`config.mk`:
```
export PLATFORM = sky130hd
export DESIGN_NAME = weight_stream_scheduler
export DESIGN_NICKNAME = d
export VERILOG_FILES = /design/src/rtl/cnn_pkg.sv /design/src/rtl/skew_delay_line.sv /design/src/rtl/weight_stream_scheduler.sv
export SDC_FILE = /design/constraint.sdc
export NUM_CORES = 1
export LEC_CHECK = 0
export ABC_AREA = 0
export BUFFER_PORTS_ARGS = -buffer_cell sky130_fd_sc_hd__buf_2
export CORE_MARGIN = 4
export CORE_UTILIZATION = 25
export CTS_CLUSTER_DIAMETER = 60
export DETAILED_ROUTE_END_ITERATION = 12
export PLACE_DENSITY = 0.43
export SYNTH_ARGS = -nofsm -noshare
export SYNTH_HDL_FRONTEND = slang
export SYNTH_SLANG_ARGS = --single-unit
```
`constraint.sdc`:
```
create_clock -name clk_i -period 3.5 [get_ports clk_i]
set_input_delay 0.7 -clock clk_i [delete_from_list [all_inputs] [get_ports clk_i]]
set_output_delay 0.7 -clock clk_i [all_outputs]
set_load 0.02 [all_outputs]
```
`src/rtl/cnn_pkg.sv`:
```
// Shared CNN accelerator defaults and the weight scheduler FSM encoding.
package cnn_pkg;

    // Array geometry and memory defaults shared across the accelerator.
    localparam int unsigned MATRIX_A_ROW        = 8;
    localparam int unsigned INT_WIDTH           = 8;
    localparam int unsigned ROM_WEIGHTS_DEPTH_W = 10;

    // Weight scheduler FSM; plain constants keep the encoding legacy-compatible.
    typedef logic [1:0] wsch_state_e;
    localparam wsch_state_e IDLE   = 2'd0;
    localparam wsch_state_e ARMED  = 2'd1;
    localparam wsch_state_e STREAM = 2'd2;

endpackage

```
`src/rtl/skew_delay_line.sv`:
```
// Fixed-depth shift register with hold (en) and synchronous flush (clr).
// clr wins over en so a flush is never blocked by a stall.
module skew_delay_line #(
    parameter int unsigned DEPTH = 1,
    parameter int unsigned W     = 1
) (
    input  logic         clk_i,
    input  logic         rst_async_n_i,
    input  logic         en_i,
    input  logic         clr_i,
    input  logic [W-1:0] d_i,
    output logic [W-1:0] q_o
);

    logic [W-1:0] stage_q [DEPTH];

    // Shift one stage per enabled cycle; flush clears every stage.
    always_ff @(posedge clk_i or negedge rst_async_n_i) begin
        if (!rst_async_n_i) begin
            for (int i = 0; i < DEPTH; i++) stage_q[i] <= '0;
        end else if (clr_i) begin
            for (int i = 0; i < DEPTH; i++) stage_q[i] <= '0;
        end else if (en_i) begin
            stage_q[0] <= d_i;
            for (int i = 1; i < DEPTH; i++) stage_q[i] <= stage_q[i-1];
        end
    end

    assign q_o = stage_q[DEPTH-1];

endmodule

```
`src/rtl/weight_stream_scheduler.sv`:
```
// West-side weight feeder: streams K*K*C weights per window from weight ROM,
// aligns them to the ROM latency and skews them one extra cycle per row.
module weight_stream_scheduler
    import cnn_pkg::*;
#(
    parameter int unsigned ROWS    = MATRIX_A_ROW,
    parameter int unsigned DATA_W  = INT_WIDTH,
    parameter int unsigned ADDR_W  = ROM_WEIGHTS_DEPTH_W,
    parameter int unsigned KR_W    = 4,
    parameter int unsigned CH_W    = 4,
    parameter int unsigned ROM_LAT = 1
) (
    input  logic                   clk_i,
    input  logic                   rst_async_n_i,
    input  logic                   enable_i,
    input  logic                   sync_i,
    input  logic                   stall_i,
    input  logic [KR_W-1:0]        cfg_kernel_r_i,
    input  logic [CH_W-1:0]        cfg_in_ch_i,
    input  logic [ADDR_W-1:0]      cfg_base_addr_i,
    output logic                   rom_rd_en_o,
    output logic [ADDR_W-1:0]      rom_addr_o,
    input  logic [ROWS*DATA_W-1:0] rom_data_i,
    output logic [ROWS-1:0]        west_valid_o,
    output logic [ROWS*DATA_W-1:0] west_data_o,
    output logic                   window_done_o,
    output logic                   busy_o,
    output logic                   cfg_err_o
);

    localparam int unsigned LenW = 2 * KR_W + CH_W;
    localparam int unsigned SumW = ((ADDR_W > LenW) ? ADDR_W : LenW) + 1;

    wsch_state_e       state_q, state_d;
    logic [LenW-1:0]   idx_q, idx_d;
    logic [LenW-1:0]   len_q, len_d;
    logic [ADDR_W-1:0] base_q, base_d;
    logic              cfg_err_q, cfg_err_d;

    logic [KR_W-1:0]   k_eff;
    logic [CH_W-1:0]   c_eff;
    logic [LenW-1:0]   len_new;
    logic [SumW-1:0]   end_addr;
    logic              cfg_bad;

    logic              active;
    logic              issue;
    logic              last;
    logic              v0;
    logic              last0;

    // Config sanitising: zero K or C behaves as 1 but is flagged.
    always_comb begin
        k_eff    = (cfg_kernel_r_i == '0) ? KR_W'(1) : cfg_kernel_r_i;
        c_eff    = (cfg_in_ch_i == '0) ? CH_W'(1) : cfg_in_ch_i;
        len_new  = LenW'(k_eff) * LenW'(k_eff) * LenW'(c_eff);
        end_addr = SumW'(cfg_base_addr_i) + SumW'(len_new) - SumW'(1);
        cfg_bad  = (cfg_kernel_r_i == '0) || (cfg_in_ch_i == '0) ||
                   (end_addr > SumW'({ADDR_W{1'b1}}));
    end

    assign active = (state_q == ARMED) || (state_q == STREAM);
    assign issue  = enable_i & ~stall_i & active & sync_i;
    assign last   = (idx_q == len_q - LenW'(1));

    // FSM, index counter and config latch; enable_i low overrides stall_i.
    always_comb begin
        state_d   = state_q;
        idx_d     = idx_q;
        len_d     = len_q;
        base_d    = base_q;
        cfg_err_d = cfg_err_q;
        if (!enable_i) begin
            state_d = IDLE;
            idx_d   = '0;
            if (state_q == IDLE) cfg_err_d = 1'b0;
        end else if (!stall_i) begin
            case (state_q)
                IDLE: begin
                    state_d   = ARMED;
                    len_d     = len_new;
                    base_d    = cfg_base_addr_i;
                    cfg_err_d = cfg_bad;
                end
                ARMED:   if (sync_i) state_d = STREAM;
                STREAM:  if (!sync_i) state_d = ARMED;
                default: state_d = IDLE;
            endcase
            // Any non-issuing cycle parks idx at 0 so w0 is always pre-read.
            idx_d = issue ? (last ? '0 : idx_q + LenW'(1)) : '0;
        end
    end

    // Control state registers.
    always_ff @(posedge clk_i or negedge rst_async_n_i) begin
        if (!rst_async_n_i) begin
            state_q   <= IDLE;
            idx_q     <= '0;
            len_q     <= '0;
            base_q    <= '0;
            cfg_err_q <= 1'b0;
        end else begin
            state_q   <= state_d;
            idx_q     <= idx_d;
            len_q     <= len_d;
            base_q    <= base_d;
            cfg_err_q <= cfg_err_d;
        end
    end

    assign busy_o      = (state_q != IDLE);
    assign rom_rd_en_o = busy_o & ~stall_i;
    assign rom_addr_o  = base_q + ADDR_W'(idx_q);
    assign cfg_err_o   = cfg_err_q;

    // Issue and last-weight flags travel alongside the ROM read latency.
    skew_delay_line #(
        .DEPTH (ROM_LAT),
        .W     (2)
    ) u_align (
        .clk_i         (clk_i),
        .rst_async_n_i (rst_async_n_i),
        .en_i          (~stall_i),
        .clr_i         (~enable_i),
        .d_i           ({issue, issue & last}),
        .q_o           ({v0, last0})
    );

    assign west_valid_o[0]        = v0;
    assign west_data_o[DATA_W-1:0] = v0 ? rom_data_i[DATA_W-1:0] : '0;
    assign window_done_o          = v0 & last0;

    // Row r adds r cycles of skew on top of the latency-aligned lane r.
    for (genvar r = 1; r < ROWS; r++) begin : g_skew
        logic [DATA_W:0] skew_q;

        skew_delay_line #(
            .DEPTH (r),
            .W     (DATA_W + 1)
        ) u_skew (
            .clk_i         (clk_i),
            .rst_async_n_i (rst_async_n_i),
            .en_i          (~stall_i),
            .clr_i         (~enable_i),
            .d_i           ({v0, v0 ? rom_data_i[r*DATA_W +: DATA_W] : {DATA_W{1'b0}}}),
            .q_o           (skew_q)
        );

        assign west_valid_o[r]                = skew_q[DATA_W];
        assign west_data_o[r*DATA_W +: DATA_W] = skew_q[DATA_W-1:0];
    end

endmodule

```
==> metrics.txt <==
Worst Setup End Kind flip-flop; status finished with violations; most frequent cells after synthesis dfrtp_1 (270), nor2b_1 (184), mux2i_1 (174); Max Clock Freq 0.216 GHz; routed vias/inst 4.28; final setup fails 3; register bit total from synthesis 270; count leader, synth dfrtp_1; clock latency at the later pin of the worst-skew pair 0.55 ns; CP Max Fanout 4; number of synthesized flops with an enable pin 0; Detail Placement HPWL 21.6 mm; largest net degree at the start of global routing 95; slowest CP cell fa_1; ys async rst share 100%; htree depth 2; antenna violations before repair 1; TritonRoute pass-1 iters 4; grt total ovfl 0; Post-Syn Nets 1,384; gpl congestion 0.753; largest cells by area after synthesis dfrtp_1 (49%), mux2i_1 (13%), nor2b_1 (8.4%); worst reg2reg setup slack 0.69 ns; CTS tree yes; CP delay by family, top adder cells; post-synth top area share 49.2%; Netlist cell types 50; first-pass GRT wire length 53.8 mm; clk_skew 0.0167 ns; total wire length 32.8 mm; Setup Crit Path Kind input pin to flip-flop; I/O Buffers 172; P_leak 8.31 nW; unrepaired setup endpoints after global routing yes; share of cells above drive strength 1 23.3%; Avg Cell Area, Syn 11.1 sq um; Final WS setup -1.12 ns; CTS root buffer clkbuf_16; Die Wd 242 um; sequential share of the synthesized area 49.2%; Top cell by count, worst path ha_4; Worst Tran Pin Value 0.817 ns; CP arrival 5.07 ns; TritonCTS buffer count 39; via count 9,014; drt drc 0; Tot GR Track Use 11.2%; Ys Warns 0; Core Box Area 54,100 sq um; Die Y 242 um; IO Count 173; Buf/Inv on CP 4; final critical-path required period 4.62 ns; clock buffer depth 3; Area Growth Syn to Fin 22.4%; crit path launch type input pin; CP max stage delay 0.51 ns; Initial Util 25.4%; die area 58,700 sq um; HP Class input pin to asynchronous set/reset pin; dominant cell type by area after synthesis dfrtp_1; Sink Count 270; CTS clk-pin slew, worst paths 0.05 ns; WHS 0.135 ns; Hold Buf Count CTS 0; Nets 1,534; Primary FF master, synth dfrtp_1; post-synth design cell area 13,700 sq um; fin area 16,800 sq um; fin crit share 132%; initial drt markers 302; fin. max-slew vios 0; Hold Vio Cnt, Final 0; Slew headroom 45.6%; PwrDens 510 nW/um^2; max_cap viols 0; Peak VDD IR 0.000310 V; vias in the first global route 9,406; Mapped Cells 1,232; failing checks negative setup slack; WL per Instance 15.6 um; dpl cell area 15,300 sq um; num rows 85; WP data required 3.95 ns; ANT nets after route 0
report_power, final:
group	internal [mW]	leakage, nW	switching (mW)
combinational	0.699	3.96	0.801
clock	2.26	0.607	1.49
sequential	3.21	3.74	0.103
worst register-to-register path, stage by stage (launching register included):
cell and delay, ns:
dfrtp_1 0.44, or4_4 0.57, or4_1 0.48, a21o_1 0.19, a31o_1 0.23, a31o_1 0.34, or3_1 0.40, o21ai_0 0.08
layout by cell type, fill, tap and decap left out, drive strengths merged, types with 2 or more instances in the layout:
master / n
a211o: 3
a211oi: 2
a21o: 8
a21oi: 11
a22o: 56
a22oi: 2
a31o: 2
a31oi: 8
and2: 33
and3: 5
buf: 229
clkbuf: 52
clkinv: 10
dfrtp: 270
fa: 11
ha: 54
inv: 70
mux2i: 174
nand2: 45
nand2b: 4
nand3: 18
nand4: 2
nor2: 18
nor2b: 184
nor3: 11
nor3b: 4
nor4: 4
o211ai: 3
o21a: 3
o21ai: 41
o22ai: 5
o31ai: 2
o41ai: 2
or2: 2
or3: 6
or4: 3
xnor2: 24
xor2: 17
cells by family (layout without fill, tap and decap cells):
kind of cell             Yosys count  count (layout)  share of synthesized area [%]
other                              0               1                              0
flip-flops                       270             270                           49.2
AND/OR/NAND/NOR                  340             340                           14.2
AO/OA/AOI/OAI                    154             154                           7.98
XOR/XNOR                          41              41                           2.62
multiplexers                     174             174                           12.7
adder cells (fa/ha/maj)           65              65                           6.53
buffers and inverters            188             363                           6.73
state kept, by name, summed over array words and instances (netlist names):
| name | count |
|---|---|
| cfg_err_o | 1 |
| base_q | 10 |
| state_q | 2 |
| idx_q | 12 |
| u_align.q_o | 2 |
| len_q | 12 |
| g_skew.u_skew.stage_q | 173 |
| g_skew.u_skew.q_o | 58 |
metrics by stage:
step | TNS (ns) | utilization, % | total power, mW | setup WS [ns] | instances
2_1_floorplan | -2.26 | - | 4.30 | -1.38 | 1232
3_3_place_gp | -4.74 | 28.4 | 4.80 | -1.75 | 2034
3_5_place_dp | -5.01 | 28.4 | 4.81 | -1.79 | 2034
4_1_cts | -1.81 | 30.8 | 8.76 | -1.07 | 2103
5_1_grt | -2.31 | 31.0 | 9.10 | -1.36 | 2103
6_report | -1.80 | 31.0 | 8.57 | -1.12 | 2104
metal layers:
metal | global-route usage (%) | up-vias | share of wire [%]
met2 | 17.6 | 167 | 45
li1 | - | 4439 | -
met3 | 2.57 | 50 | 4.6
met5 | 0 | - | 0
met1 | 15.7 | 4358 | 48
met4 | 2.94 | 0 | 2.0
worst paths after layout:
path,from,cells after the start,to
max in group asynchronous,rst_async_n_i,2,g_skew[7].u_skew.stage_q[22]$_DFFE_PN0P_
max reg2reg,len_q[0]$_DFFE_PN0P_,7,idx_q[5]$_DFFE_PN0P_
min reg2reg,u_align.q_o[0]$_DFFE_PN0P_,2,u_align.q_o[0]$_DFFE_PN0P_
min in group clk_i,rom_data_i[43],2,g_skew[5].u_skew.stage_q[39]$_DFFE_PN0P_
max,cfg_kernel_r_i[0],25,cfg_err_o$_DFFE_PN0P_
min,rst_async_n_i,1,g_skew[5].u_skew.stage_q[9]$_DFFE_PN0P_
layout make-up:
type	count	area, sq um
diodes	1	2.50
clock buffers	52	1080
clock inverters	14	151
fillers	5531	37300
inverters	68	255
multi-input cells	774	6280
flip-flops and latches	270	6760
well taps	696	871
repair buffers	229	1400
timing repair:
| action | CTS | global route |
|---|---|---|
| hold endpoints to repair | 0 | 0 |
| gates resized for setup | 15 | 25 |
| pin swaps | 10 | 9 |
| endpoints found under the setup margin | 3 | 7 |
| setup buffers | 5 | 1 |
Note: power is estimated with default switching activity, not from simulation.
